### src/rtl/mem_pkg.sv
// Shared types and constants for the RAM access sequencer.
package mem_pkg;

    typedef enum logic [2:0] {
        IDLE,
        ADDR,
        WRITE,
        READ,
        RESP
    } e_memSeqState;

    localparam logic C_SEL_PROGRAM = 1'b0;
    localparam logic C_SEL_DATA    = 1'b1;
    localparam int   C_WAIT_W      = 4;

endpackage

### src/rtl/mem_sequencer.sv
// Sequences one load/store at a time onto the RAM strobes, skipping the
// address-load cycle when the RAM already holds the requested address.
module mem_sequencer
    import mem_pkg::*;
#(
    parameter int P_READ_WAIT = 1
) (
    input  logic       i_clk,
    input  logic       i_nReset,
    input  logic       i_reqValid,
    output logic       o_reqReady,
    input  logic       i_reqWrite,
    input  logic       i_reqData,
    input  logic [7:0] i_reqAddr,
    input  logic [7:0] i_reqWdata,
    output logic       o_rspValid,
    output logic [7:0] o_rspData,
    input  logic       i_rspReady,
    output logic [7:0] o_ramAddress,
    output logic       o_ramAddressEn,
    output logic [7:0] o_ramWriteData,
    output logic       o_ramWriteEn,
    output logic       o_ramReadDataSelect,
    output logic       o_ramOutEnable,
    input  logic [7:0] i_ramReadData,
    output logic       o_busy
);

    localparam logic [C_WAIT_W-1:0] C_WAIT_LOAD = C_WAIT_W'(P_READ_WAIT - 1);

    e_memSeqState          r_state;
    e_memSeqState          w_stateNext;
    logic [7:0]            r_addr;
    logic [7:0]            r_wdata;
    logic                  r_write;
    logic                  r_sel;
    logic [7:0]            r_lastAddr;
    logic                  r_addrValid;
    logic [C_WAIT_W-1:0]   r_waitCnt;
    logic [7:0]            r_rspData;
    logic                  w_hit;
    logic                  w_accept;
    logic                  w_enterRead;

    assign w_hit       = r_addrValid && (i_reqAddr == r_lastAddr);
    assign w_accept    = (r_state == IDLE) && i_reqValid;
    assign w_enterRead = (w_stateNext == READ) && (r_state != READ);

    always_ff @(posedge i_clk or negedge i_nReset) begin
        if (!i_nReset) begin
            r_state <= IDLE;
        end else begin
            r_state <= w_stateNext;
        end
    end

    always_comb begin
        w_stateNext         = r_state;
        o_reqReady          = 1'b0;
        o_busy              = 1'b1;
        o_ramAddressEn      = 1'b0;
        o_ramWriteEn        = 1'b0;
        o_ramOutEnable      = 1'b0;
        o_ramReadDataSelect = C_SEL_PROGRAM;
        o_rspValid          = 1'b0;
        case (r_state)
            IDLE: begin
                o_reqReady = 1'b1;
                o_busy     = 1'b0;
                if (i_reqValid) begin
                    if (!w_hit) begin
                        w_stateNext = ADDR;
                    end else begin
                        w_stateNext = i_reqWrite ? WRITE : READ;
                    end
                end
            end
            ADDR: begin
                o_ramAddressEn = 1'b1;
                w_stateNext    = r_write ? WRITE : READ;
            end
            WRITE: begin
                o_ramWriteEn = 1'b1;
                w_stateNext  = IDLE;
            end
            READ: begin
                o_ramOutEnable      = 1'b1;
                o_ramReadDataSelect = r_sel;
                if (r_waitCnt == '0) begin
                    w_stateNext = RESP;
                end
            end
            RESP: begin
                o_rspValid = 1'b1;
                if (i_rspReady) begin
                    w_stateNext = IDLE;
                end
            end
            default: w_stateNext = IDLE;
        endcase
    end

    // Request capture, address cache, read wait counter and response data.
    always_ff @(posedge i_clk or negedge i_nReset) begin
        if (!i_nReset) begin
            r_addr      <= '0;
            r_wdata     <= '0;
            r_write     <= 1'b0;
            r_sel       <= C_SEL_PROGRAM;
            r_lastAddr  <= '0;
            r_addrValid <= 1'b0;
            r_waitCnt   <= '0;
            r_rspData   <= '0;
        end else begin
            if (w_accept) begin
                r_addr  <= i_reqAddr;
                r_wdata <= i_reqWdata;
                r_write <= i_reqWrite;
                r_sel   <= i_reqWrite ? C_SEL_DATA : i_reqData;
            end
            if (r_state == ADDR) begin
                r_lastAddr  <= r_addr;
                r_addrValid <= 1'b1;
            end
            if (w_enterRead) begin
                r_waitCnt <= C_WAIT_LOAD;
            end else if ((r_state == READ) && (r_waitCnt != '0)) begin
                r_waitCnt <= r_waitCnt - 1'b1;
            end
            if ((r_state == READ) && (r_waitCnt == '0)) begin
                r_rspData <= i_ramReadData;
            end
        end
    end

    assign o_ramAddress   = r_addr;
    assign o_ramWriteData = r_wdata;
    assign o_rspData      = r_rspData;

endmodule

### config.mk
export PLATFORM = sky130hd
export DESIGN_NAME = mem_sequencer
export DESIGN_NICKNAME = d
export VERILOG_FILES = /design/src/rtl/mem_pkg.sv /design/src/rtl/mem_sequencer.sv
export SDC_FILE = /design/constraint.sdc
export NUM_CORES = 1
export LEC_CHECK = 0
export CAP_MARGIN = 20
export CORE_UTILIZATION = 41
export DETAILED_ROUTE_END_ITERATION = 8
export GPL_TIMING_DRIVEN = 0
export PLACE_DENSITY = 0.75
export SLEW_MARGIN = 40
export SYNTH_ARGS = -nofsm -noshare
export SYNTH_HDL_FRONTEND = slang
export SYNTH_SLANG_ARGS = --single-unit
export TNS_END_PERCENT = 10
### constraint.sdc
create_clock -name i_clk -period 1.64 [get_ports i_clk]
set_input_delay 0.328 -clock i_clk [delete_from_list [all_inputs] [get_ports i_clk]]
set_output_delay 0.328 -clock i_clk [all_outputs]
set_load 0.005 [all_outputs]
==> results of run 1 <==
==> routing by layer <==
| layer | track usage | vias to the layer above | share of wire |
|---|---|---|---|
| li1 | - | 642 | - |
| met1 | 0.215 | 695 | 0.41 |
| met2 | 0.332 | 25 | 0.55 |
| met3 | 0.0276 | 7 | 0.025 |
| met4 | 0.0733 | 0 | 0.015 |
| met5 | 0 | - | 0 |
==> final cells by class <==
| type | instances | area share |
|---|---|---|
| flip-flops and latches | 42 | 0.370 |
| multi-input cells | 87 | 0.293 |
| repair buffers | 73 | 0.249 |
| clock buffers | 8 | 0.0386 |
| well taps | 52 | 0.0228 |
| plain buffers | 5 | 0.0171 |
| inverters | 7 | 0.00922 |
==> cell usage in the layout, fill, tap and decap left out, types with 2 or more instances in the layout <==
cell and n:
mux2_2 33, dfrtp_1 40, clkbuf_8 8, buf_4 11, dlymetal6s2s_1 2, and2_1 2, nor2_1 9, buf_2 2
a21oi_1 2, inv_2 2, clkdlybuf4s50_1 52, inv_1 5, o21ai_0 3, dfrtp_2 2, xor2_1 9, nand2_1 4
buf_6 9
==> timing repair <==
item	4_1_cts	5_1_grt
pin swaps	1	6
setup endpoints to repair	21	27
resized for setup	31	11
setup buffers	7	6
==> state kept, by name, summed over array words and instances, names as in the netlist <==
| register | flops |
|---|---|
| r_addrValid | 1 |
| r_lastAddr | 8 |
| o_ramAddress | 8 |
| r_state | 3 |
| r_waitCnt | 4 |
| r_write | 1 |
| o_rspData | 8 |
| r_sel | 1 |
| o_ramWriteData | 8 |
==> Yosys cell counts, drive strengths merged <==
library cell / instances
dfrtp: 42
mux2: 33
nor2: 11
xor2: 9
inv: 7
buf: 5
nand2: 4
nor3: 3
o21ai: 3
a21oi: 2
and2: 2
nand3: 2
nor3b: 2
a211oi: 1
a21boi: 1
and3b: 1
and4: 1
and4bb: 1
ha: 1
nand2b: 1
nand4b: 1
nor2b: 1
nor4: 1
o21a: 1
o221a: 1
o31a: 1
o31ai: 1
or3b: 1
xnor2: 1
==> power by group <==
part | internal (mW) | total (mW) | switching (mW)
registers | 1.55 | 1.90 | 0.350
clock network | 0.425 | 0.767 | 0.342
logic | 1.73 | 2.73 | 1.00
==> cell families (layout without fill, tap and decap cells) <==
kind of cell | count (synthesis) | after routing | share of synthesized area
buffers and inverters | 12 | 93 | 0.0299
multiplexers | 33 | 33 | 0.197
XOR/XNOR | 10 | 10 | 0.0465
AND/OR/NAND/NOR | 32 | 32 | 0.108
flip-flops | 42 | 42 | 0.559
adder cells (fa/ha/maj) | 1 | 1 | 0.00665
AO/OA/AOI/OAI | 11 | 11 | 0.0532
==> critical path, cell delays in order, from the launching register on <==
cell and delay, ns:
dfrtp_2 0.44, buf_6 0.13, buf_6 0.11, nand2b_4 0.16, nor2_4 0.10, buf_6 0.12, buf_6 0.09
==> worst max path at each step <==
stage / from / end / depth (start not counted)
after detailed placement: i_reqAddr[2] / r_waitCnt[1] / 6
after global routing: r_state[2] / o_ramAddressEn / 6
after floorplan: r_waitCnt[0] / r_waitCnt[1] / 7
after CTS: r_state[0] / o_reqReady / 2
after global placement: i_nReset / o_rspData[0] / 1
final: r_state[2] / o_ramAddressEn / 6
==> metrics by stage <==
stage | total power [mW] | TNS, ns
after floorplan | 3.13 | 0
after global placement | 4.14 | -32.60
after detailed placement | 4.23 | -1.82
after CTS | 5.27 | -0.591
after global routing | 5.74 | -1.63
final | 5.40 | -0.616
==> qor.yml, run 1 <==
core_um2: 4380
maxSlewHeadroom: 0.648
path_max_fanout: 3
synth_cells: 141
post-route-period-util: 1.07
synth-seq-cells: 42
grt_pass1_wl_um: 6970
grt_usage: 0.183
multi_input_area_um2: 836
nNetsFinal: 252
powerDensity_nw_per_um2: 1900
wl_um: 4250
rrSetupSlack_ns: -0.08
cts_tree: "done"
clock-sinks: 42
instances_no_fill: 274
syn2layout_area_growth_pct: 51.4
required_ns: 1.31
cts_inserted_buffers: 5
end_kind: "output port"
worst_pin_slew_ns: 0.529
r2r_start: "r_state[1]"
antenna_found_initial: 0
design_area_um2: 2850
worstPathArrival_ns: 1.43
path_clk_slew_ns: 0.07
max_freq_mhz: 569
rsz0062_at_grt: "yes"
synth_nets: 172
utilization: 0.650
ys_seq_area_frac: 0.559
drive_above_1_share: 0.374
cts-root-buf: "clkbuf_8"
clk_latency_ns: 0.29
num-fill-cells: 316
hold_violations: 0
fp-row-count: 24
placed_area_um2: 2550
dr.pass1.iters: 4
status: "complete, but fails checks"
die_area_um2: 4860
drc: 0
fp.dieW_um: 69.7
setup_ws_ns: -0.118
cts_hold_buffers: 0
drtIter0Drc: 48
grt_start_max_net_pins: 43
seq_area_um2: 1050
diodes: 0
fin_crit_ns: 1.76
io_buffers: 60
ant_nets: 0
die_y_um: 69.7
start_util: 0.429
cap_violations: 0
netlist_area_um2: 1880
yosys-top-cells-area: "dfrtp_1 (56%), mux2_2 (20%), xor2_1 (4.2%)"
netlist.area_leader.share: 0.559
peakVddDrop_mv: 1.08
r2r_end: "r_waitCnt[3]"
vias: 1369
grt_overflow: 0
place_ws_ns: -0.336
crit_type: "reg -> out"
clockBufferDepth: 2
setup_viol: 10
drv_slew: 0
ys_types: 31
yosys_warnings: 0
grt_pass1_vias: 1470
holdWs_ns: 0.00828
crit_path_start_kind: "flop"
gp_congestion: 0.741
leakage_nw: 1.23
h-tree-depth: 2
hold_class: "in -> async"
ios: 61
post-dp-hpwl_um: 2750
avgSynthCellArea_um2: 13.3
vias_per_cell: 5.00
clock_skew_ns: 0.00432
yosysTopAreaCell: "dfrtp_1"
post_drt_wl_per_cell_um: 15.5
dp.cells: 253
reg2regPathDepth: 7
violations: "setup timing"
Note: power is estimated with default switching activity, not from simulation.
==> run 2: changes to the inputs <==
--- a/config.mk
+++ b/config.mk
@@ -5,12 +5,11 @@
 export SDC_FILE = /design/constraint.sdc
 export NUM_CORES = 1
 export LEC_CHECK = 0
-export CAP_MARGIN = 20
+export CAP_MARGIN = 10
 export CORE_UTILIZATION = 41
 export DETAILED_ROUTE_END_ITERATION = 8
 export GPL_TIMING_DRIVEN = 0
 export PLACE_DENSITY = 0.75
-export SLEW_MARGIN = 40
 export SYNTH_ARGS = -nofsm -noshare
 export SYNTH_HDL_FRONTEND = slang
 export SYNTH_SLANG_ARGS = --single-unit
==> run 2 against run 1 <==
Net effect:
- final cell count decreased by 2.2%
- clock skew decreased by 0.0018 ns
- core utilization decreased by 2.1 points
- combinational power decreased by 4%
- die area unchanged
- maximum frequency increased by 2.0%
- clock power decreased by 21%
- largest cell class unchanged
- the run still ends with setup timing left
- sequential share of layout area increased by 1.2 points
- global-route usage decreased by 0.21 points
==> qor.yml, run 2 (synthesis results as in run 1) <==
status: "complete, but fails checks"
violations: "setup timing"
cts_tree: "done"
post-route-period-util: 1.05
cts_inserted_buffers: 5
clockBufferDepth: 2
fp-row-count: 24
post-dp-hpwl_um: 2760
rsz0062_at_grt: "yes"
ios: 61
die_area_um2: 4860
leakage_nw: 1.17
pwr-share-comb: 0.510
place_ws_ns: -0.342
path_clk_slew_ns: 0.07
io_buffers: 60
dr.pass1.iters: 4
die_y_um: 69.7
grt_pass1_vias: 1443
crit_path_start_kind: "flop"
fp.dieW_um: 69.7
final_common_cell: "clkdlybuf4s50_1"
nNetsFinal: 247
grt_pass1_wl_um: 6840
wl_um: 4100
syn2layout_area_growth_pct: 46.5
p_sw_mw: 1.65
vias: 1337
crit_type: "reg -> reg"
post_drt_wl_per_cell_um: 15.3
p_int_mw: 3.49
hold_violations: 0
max_freq_mhz: 580
grt_start_max_net_pins: 43
ant_nets: 0
placed_area_um2: 2550
clock-sinks: 42
grt_overflow: 0
clock_skew_ns: 0.00254
p_sw_frac: 0.321
drive_above_1_share: 0.352
setup_viol: 5
final_cell_mix: "clkdlybuf4s50_1 (52), dfrtp_1 (40), mux2_2 (33), xor2_1 (9)"
vias_per_cell: 4.99
diodes: 0
core_um2: 4380
cts-root-buf: "clkbuf_8"
h-tree-depth: 2
start_util: 0.429
drc: 0
end_kind: "flop"
holdWs_ns: 0.168
path_max_fanout: 5
design_area_um2: 2760
powerDensity_nw_per_um2: 1860
drtIter0Drc: 53
cts_hold_buffers: 0
required_ns: 1.82
antenna_found_initial: 0
cap_violations: 0
setup_ws_ns: -0.0831
grt_usage: 0.181
peakVddDrop_mv: 0.920
gp_congestion: 0.741
fin_crit_ns: 1.72
clock_power_share: 0.119
pwr-share-seq: 0.371
maxSlewHeadroom: 0.392
worstPathArrival_ns: 1.90
hold_class: "in -> async"
drv_slew: 0
clk_latency_ns: 0.29
worst_pin_slew_ns: 0.912
==> run 2: cell count changes in the layout (fill, tap and decap cells not counted), sizes merged <==
cell,before,now
buf,22,16
==> run 2: area by class of cell <==
cell class,count,area [um2]
clock buffer,7,76.3
multi-input combinational,87,835
tap,52,65.1
sequential,42,1050
buffer,4,37.5
inverter,7,26.3
timing repair buffer,69,663
fill,342,1630
==> run 2: repair_timing <==
action                                  in CTS  in global routing
setup buffers                                8                  1
endpoints found under the setup margin      28                 27
pin swaps                                    2                  3
resized for setup                           24                 12
==> run 2: per-layer routing <==
layer,track usage,part of all wire,vias up
li1,-,-,628
met1,0.214,0.39,670
met2,0.319,0.55,28
met3,0.0276,0.029,11
met4,0.0867,0.026,0
met5,0,0,-
==> run 2: power groups by stage <==
| stage | Clock [mW] | Combinational [mW] | Sequential [mW] |
|---|---|---|---|
| 2_1_floorplan | 0 | 1.27 | 1.86 |
| 3_3_place_gp | 0 | 2.29 | 1.86 |
| 3_5_place_dp | 0 | 2.34 | 1.90 |
| 4_1_cts | 0.638 | 2.57 | 1.90 |
| 5_1_grt | 0.678 | 2.83 | 1.98 |
| 6_report | 0.609 | 2.62 | 1.91 |
==> run 2: worst paths after layout <==
path | start | to | slack (ns) | cells past startpoint
min in group i_clk | r_addrValid | r_addrValid | 0.47 | 2
worst max register to register | r_state[0] | r_waitCnt[3] | -0.08 | 6
max in group asynchronous | i_nReset | r_state[2] | 0.84 | 1
worst max-delay path | r_state[0] | r_waitCnt[3] | -0.08 | 6
worst min register to register | r_addrValid | r_addrValid | 0.47 | 2
worst min-delay path | i_nReset | o_ramAddress[2] | 0.17 | 1
==> run 2: through the flow <==
stage               utilization  instances  setup TNS (ns)  power (mW)
floorplan                     -        141               0        3.13
global placement          0.583        253          -32.60        4.14
detailed placement        0.582        253           -1.90        4.24
CTS                       0.623        267          -0.657        5.11
global route              0.629        268          -0.824        5.49
finish                    0.629        268          -0.346        5.14
==> run 2: critical path: stages, from the launching register on <==
cell and delay (ns):
dfrtp_2 0.47, buf_4 0.17, or3b_2 0.45, o31a_1 0.12, nor2_2 0.13, o221a_4 0.22
nor2_1 0.05
